[src/rtl/pipeline_pkg.sv]
// Shared pipeline definitions: controller state encoding and register-address constants.
package pipeline_pkg;

    localparam int unsigned ADDR_W = 5;

    localparam logic [ADDR_W-1:0] REG_ZERO = '0;

    typedef enum logic {
        RUN      = 1'b0,
        MEM_WAIT = 1'b1
    } state_t;

endpackage

[src/rtl/load_use_detect.sv]
// Combinational load-use hazard detection between the ID instruction and a load in EX.
module load_use_detect
    import pipeline_pkg::*;
(
    input  logic [ADDR_W-1:0] rs1_addr,
    input  logic [ADDR_W-1:0] rs2_addr,
    input  logic              uses_rs1,
    input  logic              uses_rs2,
    input  logic [ADDR_W-1:0] rd_addr,
    input  logic              mem_read,
    output logic              lu_c
);

    logic rs1_match;
    logic rs2_match;

    // A source only matters if the instruction really reads it; x0 never carries a hazard.
    always_comb begin
        rs1_match = uses_rs1 && (rs1_addr == rd_addr);
        rs2_match = uses_rs2 && (rs2_addr == rd_addr);
        lu_c      = mem_read && (rd_addr != REG_ZERO) && (rs1_match || rs2_match);
    end

endmodule

[src/rtl/hazard_stall_ctrl.sv]
// Pipeline hazard controller: memory-wait freezes, branch flushes, load-use bubbles,
// stall counters and a sticky memory-timeout flag.
module hazard_stall_ctrl
    import pipeline_pkg::*;
#(
    parameter int unsigned CNT_W       = 32,
    parameter int unsigned MEM_TIMEOUT = 64
) (
    input  logic              i_clk,
    input  logic              i_rst,
    input  logic [ADDR_W-1:0] i_IFID_rs1_addr,
    input  logic [ADDR_W-1:0] i_IFID_rs2_addr,
    input  logic              i_IFID_uses_rs1,
    input  logic              i_IFID_uses_rs2,
    input  logic [ADDR_W-1:0] i_IDEX_rd_addr,
    input  logic              i_IDEX_memRead,
    input  logic              i_EXMEM_memAccess,
    input  logic              i_d_valid_data,
    input  logic              i_branch_taken,
    output logic              o_pc_write,
    output logic              o_IFID_write,
    output logic              o_IDEX_write,
    output logic              o_EXMEM_write,
    output logic              o_MEMWB_bubble,
    output logic              o_IDEX_bubble,
    output logic              o_IFID_flush,
    output logic              o_IDEX_flush,
    output logic [CNT_W-1:0]  o_lu_stalls,
    output logic [CNT_W-1:0]  o_mem_stalls,
    output logic              o_mem_timeout
);

    localparam int unsigned WAIT_W = $clog2(MEM_TIMEOUT + 1);
    localparam logic [WAIT_W-1:0] WAIT_MAX  = WAIT_W'(MEM_TIMEOUT);
    localparam logic [WAIT_W-1:0] WAIT_LAST = WAIT_W'(MEM_TIMEOUT - 1);

    state_t            state;
    state_t            state_next;
    logic              lu;
    logic              mw;
    logic              freeze;
    logic [WAIT_W-1:0] wait_cnt;

    load_use_detect u_lu (
        .rs1_addr (i_IFID_rs1_addr),
        .rs2_addr (i_IFID_rs2_addr),
        .uses_rs1 (i_IFID_uses_rs1),
        .uses_rs2 (i_IFID_uses_rs2),
        .rd_addr  (i_IDEX_rd_addr),
        .mem_read (i_IDEX_memRead),
        .lu_c     (lu)
    );

    assign mw = i_EXMEM_memAccess && !i_d_valid_data;

    // State register.
    always_ff @(posedge i_clk) begin
        if (i_rst) begin
            state <= RUN;
        end else begin
            state <= state_next;
        end
    end

    // Next state and Mealy decode; freeze outranks flush, which outranks load-use.
    always_comb begin
        state_next     = state;
        freeze         = 1'b0;
        o_pc_write     = 1'b1;
        o_IFID_write   = 1'b1;
        o_IDEX_write   = 1'b1;
        o_EXMEM_write  = 1'b1;
        o_MEMWB_bubble = 1'b0;
        o_IDEX_bubble  = 1'b0;
        o_IFID_flush   = 1'b0;
        o_IDEX_flush   = 1'b0;

        unique case (state)
            RUN: begin
                freeze = mw;
                if (mw) begin
                    state_next = MEM_WAIT;
                end
            end
            MEM_WAIT: begin
                freeze = !i_d_valid_data;
                if (i_d_valid_data) begin
                    state_next = RUN;
                end
            end
            default: state_next = RUN;
        endcase

        if (i_rst) begin
            freeze        = 1'b0;
            o_pc_write    = 1'b0;
            o_IFID_write  = 1'b0;
            o_IDEX_write  = 1'b0;
            o_EXMEM_write = 1'b0;
        end else if (freeze) begin
            o_pc_write     = 1'b0;
            o_IFID_write   = 1'b0;
            o_IDEX_write   = 1'b0;
            o_EXMEM_write  = 1'b0;
            o_MEMWB_bubble = 1'b1;
        end else if (i_branch_taken) begin
            o_IFID_flush = 1'b1;
            o_IDEX_flush = 1'b1;
        end else if (lu) begin
            o_pc_write    = 1'b0;
            o_IFID_write  = 1'b0;
            o_IDEX_bubble = 1'b1;
        end
    end

    // Stall performance counters, wrapping naturally.
    always_ff @(posedge i_clk) begin
        if (i_rst) begin
            o_lu_stalls  <= '0;
            o_mem_stalls <= '0;
        end else begin
            if (o_IDEX_bubble) begin
                o_lu_stalls <= o_lu_stalls + CNT_W'(1);
            end
            if (freeze) begin
                o_mem_stalls <= o_mem_stalls + CNT_W'(1);
            end
        end
    end

    // Wait-length tracking; the count saturates so the sticky flag never depends on wrap.
    always_ff @(posedge i_clk) begin
        if (i_rst) begin
            wait_cnt      <= '0;
            o_mem_timeout <= 1'b0;
        end else if (freeze) begin
            if (wait_cnt < WAIT_MAX) begin
                wait_cnt <= wait_cnt + WAIT_W'(1);
            end
            if (wait_cnt >= WAIT_LAST) begin
                o_mem_timeout <= 1'b1;
            end
        end else if (state_next == RUN) begin
            wait_cnt <= '0;
        end
    end

endmodule

[config.mk]
export PLATFORM = sky130hd
export DESIGN_NAME = hazard_stall_ctrl
export DESIGN_NICKNAME = d
export VERILOG_FILES = /design/src/rtl/pipeline_pkg.sv /design/src/rtl/load_use_detect.sv /design/src/rtl/hazard_stall_ctrl.sv
export SDC_FILE = /design/constraint.sdc
export NUM_CORES = 1
export LEC_CHECK = 0
export CAP_MARGIN = 30
export CORE_MARGIN = 2
export CORE_UTILIZATION = 38
export DETAILED_ROUTE_END_ITERATION = 8
export GPL_ROUTABILITY_DRIVEN = 0
export PLACE_DENSITY = 0.66
export SLEW_MARGIN = 10
export SYNTH_ARGS = -nofsm -noshare
export SYNTH_HDL_FRONTEND = slang
export SYNTH_HIERARCHICAL = 1
export SYNTH_SLANG_ARGS = --single-unit
export TNS_END_PERCENT = 30
[constraint.sdc]
create_clock -name i_clk -period 8.2 [get_ports i_clk]
set_clock_uncertainty 0.1 [all_clocks]
set_input_delay 2.46 -clock i_clk [delete_from_list [all_inputs] [get_ports i_clk]]
set_output_delay 2.46 -clock i_clk [all_outputs]
set_load 0.005 [all_outputs]
==> flow_metrics.tcl <==
set metrics [dict create \
    cp-endpoint "o_IDEX_bubble" \
    die_width_um 99.6 \
    intPower_mw 0.530 \
    switching_share 0.214 \
    startpoint_type "input port" \
    yosysWarnings 6 \
    drcViolationCount 0 \
    layout_commonest_cell "clkdlybuf4s50_1" \
    power_mw 0.674 \
    ir_drop_uv 68.3 \
    cts_sinks 73 \
    die-area_um2 9930 \
    syn-num-nets 436 \
    cts_made_buffers 9 \
    synthCells 410 \
    synth_cell_types 42 \
    pwr-share-clk 0.416 \
    final_nets 524 \
    final_hold_viol_count 0 \
    synth-seq-cells 73 \
    area_growth_syn_to_layout_pct 34.5 \
    netlist_area_um2 3480 \
    path_max_fanout 3 \
    dpl.hpwl_mm 5.98 \
    wire_per_inst_um 13.7 \
    initial_core_util 0.395 \
    clk-insertion-delay-late_ns 0.34 \
    vias 3126 \
    cts.reportedPaths.clkPinSlew_ns 0.07 \
    layout-drive-gt1-share 0.0478 \
    seq_power_share 0.530 \
    cts_tree "yes" \
    portBuffers 95 \
    post-route-util 0.531 \
    post-cts-setup-buffer-count 0 \
    num_io_pins 96 \
    drtPass1Iterations 4 \
    rsz0062_at_grt "false" \
    p_switching_mw 0.145 \
    netlist.area_leader.share 0.420 \
    maxCapViolations 0 \
    finalSetupTns_ns 0 \
    vias_per_cell 5.12 \
    placed_cell_area_um2 4480 \
    period_minus_slack_ns 7.30 \
    grt_usage 0.173 \
    syn_avg_cell_area_um2 8.48 \
    clock_path_buffers 2 \
    antenna_cells 0 \
    synthArstFlopShare 0 \
    grt_max_degree 71 \
    gr-total-overflow 0 \
    grt_pass1_wl_mm 14.1 \
    cp-end-kind "output port" \
    core_area_um2 8810 \
    pwr-share-comb 0.054 \
    cts_resized 0 \
    grt_antenna_before_repair 0 \
    synth-main-ff-cell "dfxtp_1" \
    worstPathRequired_ns 5.64 \
    synth_area_leader_cell "dfxtp_1" \
    hold_class "reg2reg" \
    final_cell_mix "94 x clkdlybuf4s50_1, 73 x dfxtp_1, 59 x nor2_1" \
    hold_buffers 0 \
    fillers 880 \
    setup_viol 0 \
    r2r.worst_path.cells 5 \
    p_per_area_nw_per_um2 144 \
    grt_pass1_vias 2983 \
    maxSlewViolCount 0 \
    arrival_ns 4.74 \
    num_rows 34 \
    r2r-end "o_lu_stalls[28]$_SDFFE_PP0P_" \
    synth_edf_count 0 \
    cp-startpoint "i_IDEX_rd_addr[0]" \
    max-slew-margin-rel 0.494 \
    synth.area.top_cells "dfxtp_1 42%, xor2_1 10%, nor2_1 6.4%" \
    status "finished clean" \
    clockRootBuffer "clkbuf_8" \
    fin_crit_sh 0.891 \
    r2r_setup_slack_ns 5.52 \
    r2r_start "o_lu_stalls[3]$_SDFFE_PP0P_" \
    critPathKind "in2out" \
    tightest_slew_ns 0.758 \
    die_y_um 99.6 \
    wirelength_mm 8.38 \
    ys_seq_area_frac 0.420 \
    drtIter0Drc 53 \
    max_freq_mhz 137 \
    leakage_nw 1.58 \
    ant_nets 0 \
    design_area_um2 4680 \
    cts-htree-levels 3 \
    holdWs_ns 0.393 \
]
[synth_stat cells, types with 2 or more instances]
cell type  count
dfxtp_1       73
nor2_1        59
xor2_1        41
nand2_1       26
nand4_1       25
nand3_1       21
a21oi_1       19
xnor2_1       19
clkbuf_1      15
o21ai_0       11
or3_1         11
inv_1          9
nor3_1         9
nor4_1         8
or4_1          8
and2_1         7
and3_1         7
and4_1         6
o31ai_1        6
buf_4          3
ha_1           3
nor2b_1        3
nand2b_1       2
[flip-flops by register name, indices dropped and copies added (netlist names)]
signal         flops
o_mem_stalls      32
wait_cnt           7
state              1
o_lu_stalls       32
o_mem_timeout      1
[worst min-delay path by stage]
stage | from | depth (start not counted) | to
finish | o_mem_stalls[31]$_SDFFE_PP0P_ | 2 | o_mem_stalls[31]$_SDFFE_PP0P_
global route | o_mem_stalls[23]$_SDFFE_PP0P_ | 2 | o_mem_stalls[23]$_SDFFE_PP0P_
CTS | o_mem_stalls[31]$_SDFFE_PP0P_ | 2 | o_mem_stalls[31]$_SDFFE_PP0P_
detailed placement | o_mem_stalls[31]$_SDFFE_PP0P_ | 2 | o_mem_stalls[31]$_SDFFE_PP0P_
global placement | o_lu_stalls[31]$_SDFFE_PP0P_ | 2 | o_lu_stalls[31]$_SDFFE_PP0P_
floorplan | wait_cnt[5]$_SDFFE_PP0P_ | 2 | wait_cnt[5]$_SDFFE_PP0P_
[critical path, cell delays in order]
cell and delay (ns):
clkdlybuf4s50_1 0.47, xor2_1 0.19, nor4_2 0.30, nand3_1 0.12
a21oi_1 0.19, nor2b_1 0.18, nor3b_1 0.26, clkdlybuf4s50_1 0.56
[metrics by stage]
step	cells	setup WS, ns
floorplan	410	1.92
global placement	595	1.03
detailed placement	595	0.906
CTS	610	0.900
global route	610	0.751
finish	610	0.896
[power groups by stage]
stage / clock network [mW] / logic [mW] / registers (mW)
after CTS: 0.289 / 0.0367 / 0.357
after detailed placement: 0 / 0.0365 / 0.365
final: 0.281 / 0.0364 / 0.357
after floorplan: 0 / 0.0168 / 0.365
after global routing: 0.300 / 0.0394 / 0.357
after global placement: 0 / 0.0359 / 0.365
[metal layers]
metal | up-vias | track usage | wire, um
li1 | 1602 | - | -
met1 | 1448 | 0.222 | 3980
met2 | 61 | 0.289 | 3990
met3 | 15 | 0.0267 | 247
met4 | 0 | 0.0759 | 157
met5 | - | 0 | 0
[final cells by class]
cell class                 instances  area, um^2  area share
clock inverter                     3        40.0     0.00856
multi-input combinational        307        1880       0.402
inverter                           9        33.8     0.00723
timing repair buffer              98         968       0.207
tap                              108         135      0.0289
clock buffer                      12         155      0.0332
sequential                        73        1460       0.313
[cell families after synthesis]
group / count (synthesis) / synth area share
adders and majority gates: 3 / 0.0108
muxes: 2 / 0.00612
xor gates and xnor gates: 60 / 0.151
DFF: 73 / 0.420
and+or+nand+nor: 201 / 0.306
buffers and inverters: 30 / 0.0382
AOI/OAI and AO/OA: 41 / 0.0670
No activity file was read; power rests on OpenSTA's default activity.
